==> config.mk <==
export PLATFORM = sky130hd
export DESIGN_NAME = wb_queue
export DESIGN_NICKNAME = d
export VERILOG_FILES = /design/src/rtl/wb_queue_pkg.sv /design/src/rtl/wb_queue_batch_select.sv /design/src/rtl/wb_queue.sv
export SDC_FILE = /design/constraint.sdc
export NUM_CORES = 1
export LEC_CHECK = 0
export CORE_MARGIN = 8
export CORE_UTILIZATION = 25
export CTS_CLUSTER_SIZE = 40
export DETAILED_ROUTE_END_ITERATION = 10
export DONT_BUFFER_PORTS = 1
export PLACE_DENSITY = 0.37
export SYNTH_ARGS = -nofsm -noshare
export SYNTH_HDL_FRONTEND = slang
export SYNTH_SLANG_ARGS = --single-unit
export TNS_END_PERCENT = 20
==> constraint.sdc <==
create_clock -name clk -period 8.25 [get_ports clk]
set_input_delay 2.475 -clock clk [delete_from_list [all_inputs] [get_ports clk]]
set_output_delay 2.475 -clock clk [all_outputs]
set_load 0.02 [all_outputs]
==> src/rtl/wb_queue_pkg.sv <==
// Shared types and helpers for the writeback queue: write size encoding,
// the stored queue entry, and slot-position normalisation.
package wb_queue_pkg;

  localparam int unsigned WB_XLEN = 64;
  localparam int unsigned WB_XWDT = 6;

  typedef enum logic [1:0] {
    WS_BYTE = 2'b00,
    WS_HALF = 2'b01,
    WS_WORD = 2'b10,
    WS_FULL = 2'b11
  } wsize_t;

  typedef struct packed {
    logic [WB_XWDT-1:0] dst;
    logic [WB_XLEN-1:0] data;
    wsize_t             size;
    logic [2:0]         pos;
  } wb_entry_t;

  // Keep only the slot bits that are meaningful for the given write size.
  function automatic logic [2:0] norm_pos(wsize_t size, logic [2:0] pos);
    logic [2:0] res;
    case (size)
      WS_BYTE: res = pos;
      WS_HALF: res = {1'b0, pos[1:0]};
      WS_WORD: res = {2'b00, pos[0]};
      default: res = 3'd0;
    endcase
    return res;
  endfunction

endpackage

==> src/rtl/wb_queue_batch_select.sv <==
// Combinational batch selection over the head window of the queue.
// A lane is taken only if every earlier lane was taken and its destination
// differs from all earlier lanes, so order is never violated.
module wb_batch_select
  import wb_queue_pkg::*;
#(
  parameter int unsigned XWDT = 6,
  parameter int unsigned PA   = 3,
  parameter int unsigned CW   = 4
) (
  input  logic [CW-1:0]          count_i,
  input  logic                   hold_i,
  input  logic [PA-1:0][XWDT-1:0] win_reg_i,
  output logic [PA-1:0]          sel_o,
  output logic [CW-1:0]          bsize_o
);

  logic go;
  logic ok;

  // Walk lanes in order; the first failing lane ends the batch.
  always_comb begin
    sel_o   = '0;
    bsize_o = '0;
    ok      = 1'b0;
    go      = (count_i != '0) && !hold_i;
    for (int k = 0; k < int'(PA); k++) begin
      ok = go && (CW'(k) < count_i);
      for (int j = 0; j < k; j++) begin
        if (win_reg_i[j] == win_reg_i[k]) ok = 1'b0;
      end
      sel_o[k] = ok;
      go       = ok;
      if (ok) bsize_o = bsize_o + 1'b1;
    end
  end

endmodule

==> src/rtl/wb_queue.sv <==
// Writeback queue feeding the register file parallel write lanes.
// Buffers up to DEPTH results and drains a conflict-free batch per cycle.
// Optional pending-write scoreboard output enabled by WB_SCOREBOARD_EN.
module wb_queue
  import wb_queue_pkg::*;
#(
  parameter int unsigned XLEN           = 64,
  parameter int unsigned XWDT           = 6,
  parameter int unsigned XN             = 64,
  parameter int unsigned PARALLELACCESS = 3,
  parameter int unsigned DEPTH          = 8
) (
  input  logic                           clk,
  input  logic                           rst_n,
  input  logic                           in_valid,
  output logic                           in_ready,
  input  logic [XWDT-1:0]                in_reg,
  input  logic [XLEN-1:0]                in_data,
  input  logic [1:0]                     in_size,
  input  logic [2:0]                     in_pos,
  input  logic                           hold,
  output logic [PARALLELACCESS*XWDT-1:0] rwrites,
  output logic [PARALLELACCESS*XLEN-1:0] rins,
  output logic [PARALLELACCESS*2-1:0]    rwsizes,
  output logic [PARALLELACCESS*3-1:0]    rwposs,
  output logic                           we,
  output logic [$clog2(DEPTH):0]         count
`ifdef WB_SCOREBOARD_EN
  ,
  output logic [XN-1:0]                  pend
`endif
);

  localparam int unsigned AW = $clog2(DEPTH);
  localparam int unsigned CW = AW + 1;
  localparam int unsigned PA = PARALLELACCESS;

  wb_entry_t          mem_q [DEPTH];
  logic [AW-1:0]      head_q, tail_q;
  logic [CW-1:0]      count_q, count_d;
  logic               we_q;
  logic [PA-1:0][XWDT-1:0] lane_reg_q, lane_reg_d;
  logic [PA-1:0][XLEN-1:0] lane_data_q, lane_data_d;
  logic [PA-1:0][1:0]      lane_size_q, lane_size_d;
  logic [PA-1:0][2:0]      lane_pos_q, lane_pos_d;

  wb_entry_t               win [PA];
  logic [PA-1:0][XWDT-1:0] win_reg;
  logic [PA-1:0]           sel;
  logic [CW-1:0]           bsize;
  logic                    enq;
  wb_entry_t               new_entry;

  assign in_ready = (count_q < CW'(DEPTH));
  assign enq      = in_valid && in_ready;
  assign count    = count_q;
  assign we       = we_q;
  assign rwrites  = lane_reg_q;
  assign rins     = lane_data_q;
  assign rwsizes  = lane_size_q;
  assign rwposs   = lane_pos_q;

  // Normalise the slot position on the way in; data is stored untouched.
  always_comb begin
    new_entry.dst  = in_reg;
    new_entry.data = in_data;
    new_entry.size = wsize_t'(in_size);
    new_entry.pos  = norm_pos(wsize_t'(in_size), in_pos);
  end

  // Head window (wraps modulo DEPTH) and next lane contents; unused lanes copy lane 0.
  always_comb begin
    for (int k = 0; k < int'(PA); k++) begin
      win[k]     = mem_q[head_q + AW'(k)];
      win_reg[k] = win[k].dst;
    end
    for (int k = 0; k < int'(PA); k++) begin
      lane_reg_d[k]  = sel[k] ? win[k].dst  : win[0].dst;
      lane_data_d[k] = sel[k] ? win[k].data : win[0].data;
      lane_size_d[k] = sel[k] ? win[k].size : win[0].size;
      lane_pos_d[k]  = sel[k] ? win[k].pos  : win[0].pos;
    end
  end

  wb_batch_select #(
    .XWDT (XWDT),
    .PA   (PA),
    .CW   (CW)
  ) u_batch_select (
    .count_i   (count_q),
    .hold_i    (hold),
    .win_reg_i (win_reg),
    .sel_o     (sel),
    .bsize_o   (bsize)
  );

  assign count_d = count_q + CW'(enq) - bsize;

  // Queue storage; contents are don't-care outside the occupied window.
  always_ff @(posedge clk) begin
    if (enq) mem_q[tail_q] <= new_entry;
  end

  // Queue pointers, occupancy and the registered output lanes.
  always_ff @(posedge clk or negedge rst_n) begin
    if (!rst_n) begin
      head_q      <= '0;
      tail_q      <= '0;
      count_q     <= '0;
      we_q        <= 1'b0;
      lane_reg_q  <= '0;
      lane_data_q <= '0;
      lane_size_q <= '0;
      lane_pos_q  <= '0;
    end else begin
      head_q  <= head_q + AW'(bsize);
      count_q <= count_d;
      we_q    <= (bsize != '0);
      if (enq) tail_q <= tail_q + 1'b1;
      if (bsize != '0) begin
        lane_reg_q  <= lane_reg_d;
        lane_data_q <= lane_data_d;
        lane_size_q <= lane_size_d;
        lane_pos_q  <= lane_pos_d;
      end
    end
  end

`ifdef WB_SCOREBOARD_EN
  logic [XN-1:0] pend_q, pend_d;
  logic [AW-1:0] off;

  // Everything queued now is either still queued or on a live lane after the
  // edge, so the next scoreboard is the current queue plus the new entry.
  always_comb begin
    pend_d = '0;
    off    = '0;
    for (int i = 0; i < int'(DEPTH); i++) begin
      off = AW'(i) - head_q;
      if (CW'(off) < count_q) pend_d[mem_q[i].dst] = 1'b1;
    end
    if (enq) pend_d[in_reg] = 1'b1;
  end

  // Scoreboard register, updated on the same edge as the queue.
  always_ff @(posedge clk or negedge rst_n) begin
    if (!rst_n) pend_q <= '0;
    else        pend_q <= pend_d;
  end

  assign pend = pend_q;
`endif

endmodule
* Word level (Yosys, flattened, before mapping)
Memories as Yosys holds them, arrays and structs flattened.
Cells that the tools add are included.
** Operators by class
- $add $sub $neg :: 8
- Order comparisons :: 4
- Equality and inequality tests :: 5
- Mux-type cells :: 17
- Reduce and logical (&&, ||, !) cells :: 9
** Operators by type and width (number)
- 64-bit 2-to-1 mux :: 2
- 6-bit == test :: 3
- 6-bit 2-to-1 mux :: 2
- 3-bit one-hot mux with 3 select lines :: 1
- 1-bit by 4-bit less-than comparator with 1-bit output (first input constant) :: 2
- 4-bit 2-to-1 mux :: 2
- 4-bit nonzero test :: 2
- 3-bit by 1-bit adder with 3-bit output (second input constant) :: 2
- 1-bit 2-to-1 mux :: 6
- 3-bit 2-to-1 mux :: 2
- 1-bit logical AND :: 5
- 4-bit by 1-bit adder with 4-bit output :: 1
- 4-bit by 1-bit adder with 4-bit output (second input constant) :: 1
- 2-bit by 4-bit less-than comparator with 1-bit output (first input constant) :: 1
- 4-bit less-than comparator (second input constant) :: 1
- 2-bit 2-to-1 mux :: 2
- 4-bit subtractor :: 1
- 3-bit by 2-bit adder with 3-bit output (second input constant) :: 1
- 3-bit adder :: 1
- 1-bit by 1-bit adder with 2-bit output (second input constant) :: 1
- 2-bit by 1-bit == test with 1-bit output (second input constant) :: 1
- 2-bit == test (second input constant) :: 1
- 2-bit logical NOT :: 1
- 1-bit logical NOT :: 1
** Word-level totals
- Bits in registers :: 236
- Bits in writable memories :: 600
- Input bits :: 79
- Output and inout port bits :: 231
- Logic and storage cells :: 60
- Memories kept :: 1
** Memories
- mem_q :: words 8, bits a word 75, read ports 3, clocked after memory_dff 0, write ports 1, RTL line wb_queue.sv:38 : wb_entry_t mem_q [DEPTH];

* Depth between registers and ports, before layout
- Depth in word-level cells :: 10
- Depth in mapped cells :: 19
- Mapped depth without buffers :: 16

* Modules after synthesis
A second synthesis with hierarchy kept.
** Unflattened totals
- Cells, all modules :: 2398
- Area total of the unflattened synthesis :: 39230.1 µm²
** Modules (own cells, without submodules)
- wb_queue :: instances 1, cells an instance 2360, area an instance 38923.6 µm², sequential area each 23922.9 µm²
- wb_batch_select :: instances 1, cells an instance 38, area an instance 306.5 µm², sequential area each 0.0 µm²

* Worst setup path after synthesis
Ideal clock, no wire load.
- Kind :: input to register
- Start :: input in_valid
- End :: memory mem_q[2][0] in the netlist's numbering (enable)
- Setup time :: 0.616 ns
- Arrival :: 8.474 ns
- Data required time :: 7.634 ns
- Setup slack :: -0.840 ns
- Cell stages on the path :: 3
- Buffers on the path :: 0
- Cell sequence :: nor2b_1 > nand2b_1 > nor3b_1
** Between the ends
- Cells in the longest elaborated chain, start to end :: 3
** RTL lines
- start: declaration :: RTL line wb_queue.sv:15 : input logic in_valid,
- 1-bit logical AND :: RTL line wb_queue.sv:55 : assign enq = in_valid && in_ready;
- 1-bit 2-to-1 mux :: RTL line wb_queue.sv:101 : if (enq) mem_q[tail_q] <= new_entry;
- 1-bit 2-to-1 mux (not written as such) :: RTL line wb_queue.sv:101
- end: declaration :: RTL line wb_queue.sv:38
Every way passes these cells.

* Worst setup path after layout
- Start :: register head_q[1]
- End :: register lane_data_q, in the netlist rins[102]
** Between the ends
- Cells in the longest elaborated chain, start to end :: 9
- Elaborated cells between the ends (all ways) :: 15
- Those cells by class :: add/sub (3); eq/ne (3); mux (6); reduce/logical (2); memory (1)
** RTL lines
- start: declaration :: RTL line wb_queue.sv:39 : logic [AW-1:0] head_q, tail_q;
- start signal: assignment :: RTL line wb_queue.sv:116 : head_q <= head_q + AW'(bsize);
- 3-bit by 1-bit adder with 3-bit output :: RTL line wb_queue.sv:74 : win[k] = mem_q[head_q + AW'(k)];
- memory 8 x 75 bit (*)
- branches (longest 7 deep; another with 4-bit by 1-bit adder with 4-bit output)
- end signal: assignment :: RTL line wb_queue.sv:122 : lane_data_q <= lane_data_d;
- end: declaration :: RTL line wb_queue.sv:43 : logic [PA-1:0][XLEN-1:0] lane_data_q, lane_data_d;
Every way passes the cells marked *.
A chain may end at the register's enable or synchronous reset.

==> results.tsv <==
stage	metric	value	unit
timing	fin crit share	72.8	%
power	Sw Share	41.1	%
placed_design	input/output buffers	0	
worst_setup_path	Worst path depth	13	
routing	DR vias	22900	
clocking	CTS tree	done	
placed_design	placed inst area	0.0421	sq mm
grt	grt total ovfl	0	
die	Core Area	0.158	sq mm
logic_synthesis	Yosys reg bits	836	
routing	drt first-iter violations	1605	
placed_design	DP HPWL	79.0	mm
final_layout	Layout Utilization	28.8	%
hold_path	Hold Startpoint	tail_q[0]	
grt	vias in the first global route	24000	
power	pwr/cell area	457	mW/mm^2
logic_synthesis	Area contributors post-synth	edfxtp_1 (45%), mux4_2 (20%), dfrtp_1 (15%), mux2i_1 (4.0%), a221oi_1 (2.2%)	
worst_setup_path	critical path class	flop to flop	
logic_synthesis	Mapped Nets	2500	
hold_path	Worst Hold Endpoint	tail_q[0]	
power	VDD IR max	0.000399	V
logic_synthesis	yosys warns	0	
final_layout	commonest non-fill, non-tap cells in the layout	edfxtp_1 (600), mux4_2 (361), dfrtp_1 (233)	
routing	drt first pass iters	5	
final_layout	Area growth, synth to finish	14.5	%
logic_synthesis	Async S/R FF share, synth	28.2	%
die	die area	0.172	sq mm
clocking	H-tree levels	3	
die	Die X	415	um
clocking	clk root buf	clkbuf_16	
worst_setup_path	R2R Path Start	head_q[1]	
die	die boundary height	415	um
die	Starting Density	25.1	%
logic_synthesis	leading area contributor after synthesis	edfxtp_1	
clocking	Longest Clk Path Bufs	3	
timing	worst rel slew slack	7.99	%
final_layout	final instance area	0.0455	sq mm
logic_synthesis	Seq/Total Area, Yosys	60.2	%
clocking	Clock Pin Slew Worst Setup and Hold Paths	0.06	ns
power	P_int	12.3	mW
clocking	Sink Count	836	
worst_setup_path	Top cell by count, worst path	buf_4	
routing	drt wl/cell	29.2	um
clocking	hold_buf cts	0	
clocking	clock latency on the worst-skew pair	0.72	ns
timing	crit path time final	6.01	ns
logic_synthesis	ys flop type	edfxtp_1	
routing	drt total wl	132	mm
hold_path	WHS Path Cells	1	
final_layout	fillers	15600	
logic_synthesis	Mapped Avg Cell Area	16.5	sq um
routing	antenna viol nets, final	0	
worst_setup_path	Top delay family on crit path	buffers and inverters	
routing	Remaining DRCs	0	
logic_synthesis	Post-Syn Instances	2408	
timing	Slew Limit Fails	0	
worst_setup_path	CP Launch Type	flop	
die	I/O pin total	310	
worst_setup_path	FF-to-FF End	rins[102]	
power	Reg power frac	34.5	%
clocking	cts repair resizes	0	
timing	Fin Setup TNS	0	ns
logic_synthesis	number of synthesized flops with an enable pin	600	
job	Max Cap Viol	0	
worst_setup_path	WP data arrival	6.52	ns
power	clock power share	22.1	%
routing	via/cell ratio	5.04	
worst_setup_path	Worst path max stage delay	0.92	ns
logic_synthesis	synthesized cell area	0.0398	sq mm
die	# rows	146	
clocking	total CTS buffers	101	
timing	Clock Skew	0.0396	ns
worst_setup_path	Worst EP required	8.77	ns
power	Combinational Power Share	43.4	%
grt	Global Route Usage Sum	15.0	%
power	Power Total	20.8	mW
worst_setup_path	Bufs and invs on worst path	3	
timing	RSZ-0062 raised after global routing	no	
worst_setup_path	CP Capture Type	flop	
grt	first-pass GRT wire length	189	mm
power	Net Switching	8.55	mW
worst_setup_path	R2R depth	13	
worst_setup_path	slowest CP cell	ha_4	
logic_synthesis	Netlist cell types	56	
worst_setup_path	crit-path max FO	48	
clocking	setup bufs post-CTS	0	
final_layout	nets	2464	
final_layout	fraction of layout cells with a size suffix above 1	26.7	%
timing	f_max	166	MHz
placed_design	gp weighted congestion	0.739	
timing	worst slew pin tran	1.38	ns
worst_setup_path	crit path cell chain	ha_4 > buf_4 > nand3b_1 > mux2_2 > nand4_1 > xnor2_1 > nand3_2 > o21ai_4 > ha_4 > nor2_4 > buf_4 > buf_4 > a221oi_1	
timing	Final Setup Violations	0	
grt	largest net degree at the start of global routing	237	
logic_synthesis	Synth top area share	45.3	%
power	static leakage	15.6	nW
hold_path	Hold Crit Class	flop to flop	
outcome	outcome	completed	
final_layout	commonest non-fill, non-tap cell in the layout	edfxtp_1	
grt	initial antenna violation count	8	
worst_setup_path	Critical Path Start	head_q[1]	
timing	Final Hold Fails	0	
worst_setup_path	flop2flop setup slack	2.24	ns
==> cells by family (layout without fill, tap and decap cells) <==
family | Yosys count | after routing | share of synthesized area, %
multiplexers | 532 | 532 | 24.8
XOR/XNOR | 31 | 31 | 0.721
flip-flops | 836 | 836 | 60.2
AND/OR/NAND/NOR | 468 | 468 | 5.46
adder cells (fa/ha/maj) | 13 | 13 | 0.447
buffers and inverters | 286 | 339 | 3.10
AO/OA/AOI/OAI | 242 | 242 | 5.32
other | 0 | 2 | 0
==> state kept, by name, indices dropped and copies added, names as in the netlist <==
name and cells:
rwrites 18, tail_q 3, mem_q 600, rins 192, head_q 3, rwsizes 6
rwposs 9, we 1, count 4
==> power by group through the flow <==
stage | registers, mW | logic, mW | clock network, mW
floorplan | 6.70 | 6.98 | 0
finish | 7.19 | 9.04 | 4.60
global route | 7.32 | 9.84 | 4.91
CTS | 7.27 | 9.29 | 4.75
detailed placement | 7.35 | 9.27 | 0
global placement | 7.34 | 9.21 | 0
==> synth_stat cells (2+ instances only) <==
| library cell | count |
|---|---|
| nand3b_1 | 8 |
| nor4_1 | 11 |
| o211ai_1 | 2 |
| and3_1 | 69 |
| xnor2_1 | 19 |
| mux2_2 | 13 |
| nor3b_1 | 21 |
| dfrtp_1 | 236 |
| ha_1 | 11 |
| o21ai_0 | 3 |
| a21oi_1 | 76 |
| a221o_1 | 2 |
| nand2b_1 | 3 |
| and2_1 | 4 |
| nor2_1 | 170 |
| clkbuf_1 | 92 |
| nand2_1 | 150 |
| o21a_4 | 2 |
| mux4_2 | 361 |
| nor2b_1 | 5 |
| buf_4 | 5 |
| nand3_2 | 2 |
| mux2i_1 | 157 |
| clkinv_1 | 2 |
| and4_1 | 2 |
| buf_1 | 29 |
| a221oi_1 | 98 |
| buf_6 | 8 |
| nor3_1 | 11 |
| inv_1 | 95 |
| nand3_1 | 2 |
| fa_1 | 2 |
| o221a_2 | 2 |
| xor2_1 | 10 |
| buf_2 | 54 |
| nand4_1 | 5 |
| edfxtp_1 | 600 |
| o21ai_2 | 2 |
| a21o_1 | 3 |
| a222oi_1 | 2 |
| a221oi_2 | 44 |
==> metrics by stage <==
stage               hold slack, ns  instances  setup WS (ns)
floorplan                    0.480       2408         -0.840
global placement             0.508       4341           1.90
detailed placement           0.508       4341           1.83
CTS                          0.521       4533           2.08
global route                 0.553       4533           1.90
finish                       0.522       4535           2.24
==> how the worst max path moves through the flow <==
stage	endpoint	slack (ns)
global route	rins[102]	1.90
detailed placement	rins[112]	1.83
CTS	rins[102]	2.08
finish	rins[102]	2.24
floorplan	mem_q[2][0]	-0.84
global placement	rins[98]	1.90
==> layer usage <==
metal	wire length, um	track usage (%)
met1	52700	17.7
met2	69000	27.1
met3	7840	3.67
met4	2880	3.98
met5	0	0
==> cell type report <==
class / count / area (sq um) / share of cell area [%]
Tap cell: 2072 / 2590 / 5.69
Antenna cell: 2 / 5.00 / 0.0110
Sequential cell: 836 / 23900 / 52.6
Inverter: 97 / 374 / 0.821
Clock inverter: 56 / 652 / 1.43
Timing Repair Buffer: 50 / 463 / 1.02
Clock buffer: 136 / 2810 / 6.17
Multi-Input combinational cell: 1286 / 14700 / 32.3
==> worst register-to-register path, delay by kind of cell, from the launching register on <==
kind	cells	cell delay [ns]
AND/OR/NAND/NOR	4	1.15
AO/OA/AOI/OAI	2	0.32
adder cells (fa/ha/maj)	2	1.42
buffers and inverters	3	1.78
flip-flops	1	0.73
multiplexers	1	0.28
XOR/XNOR	1	0.13
No activity file was read; power rests on OpenSTA's default activity.
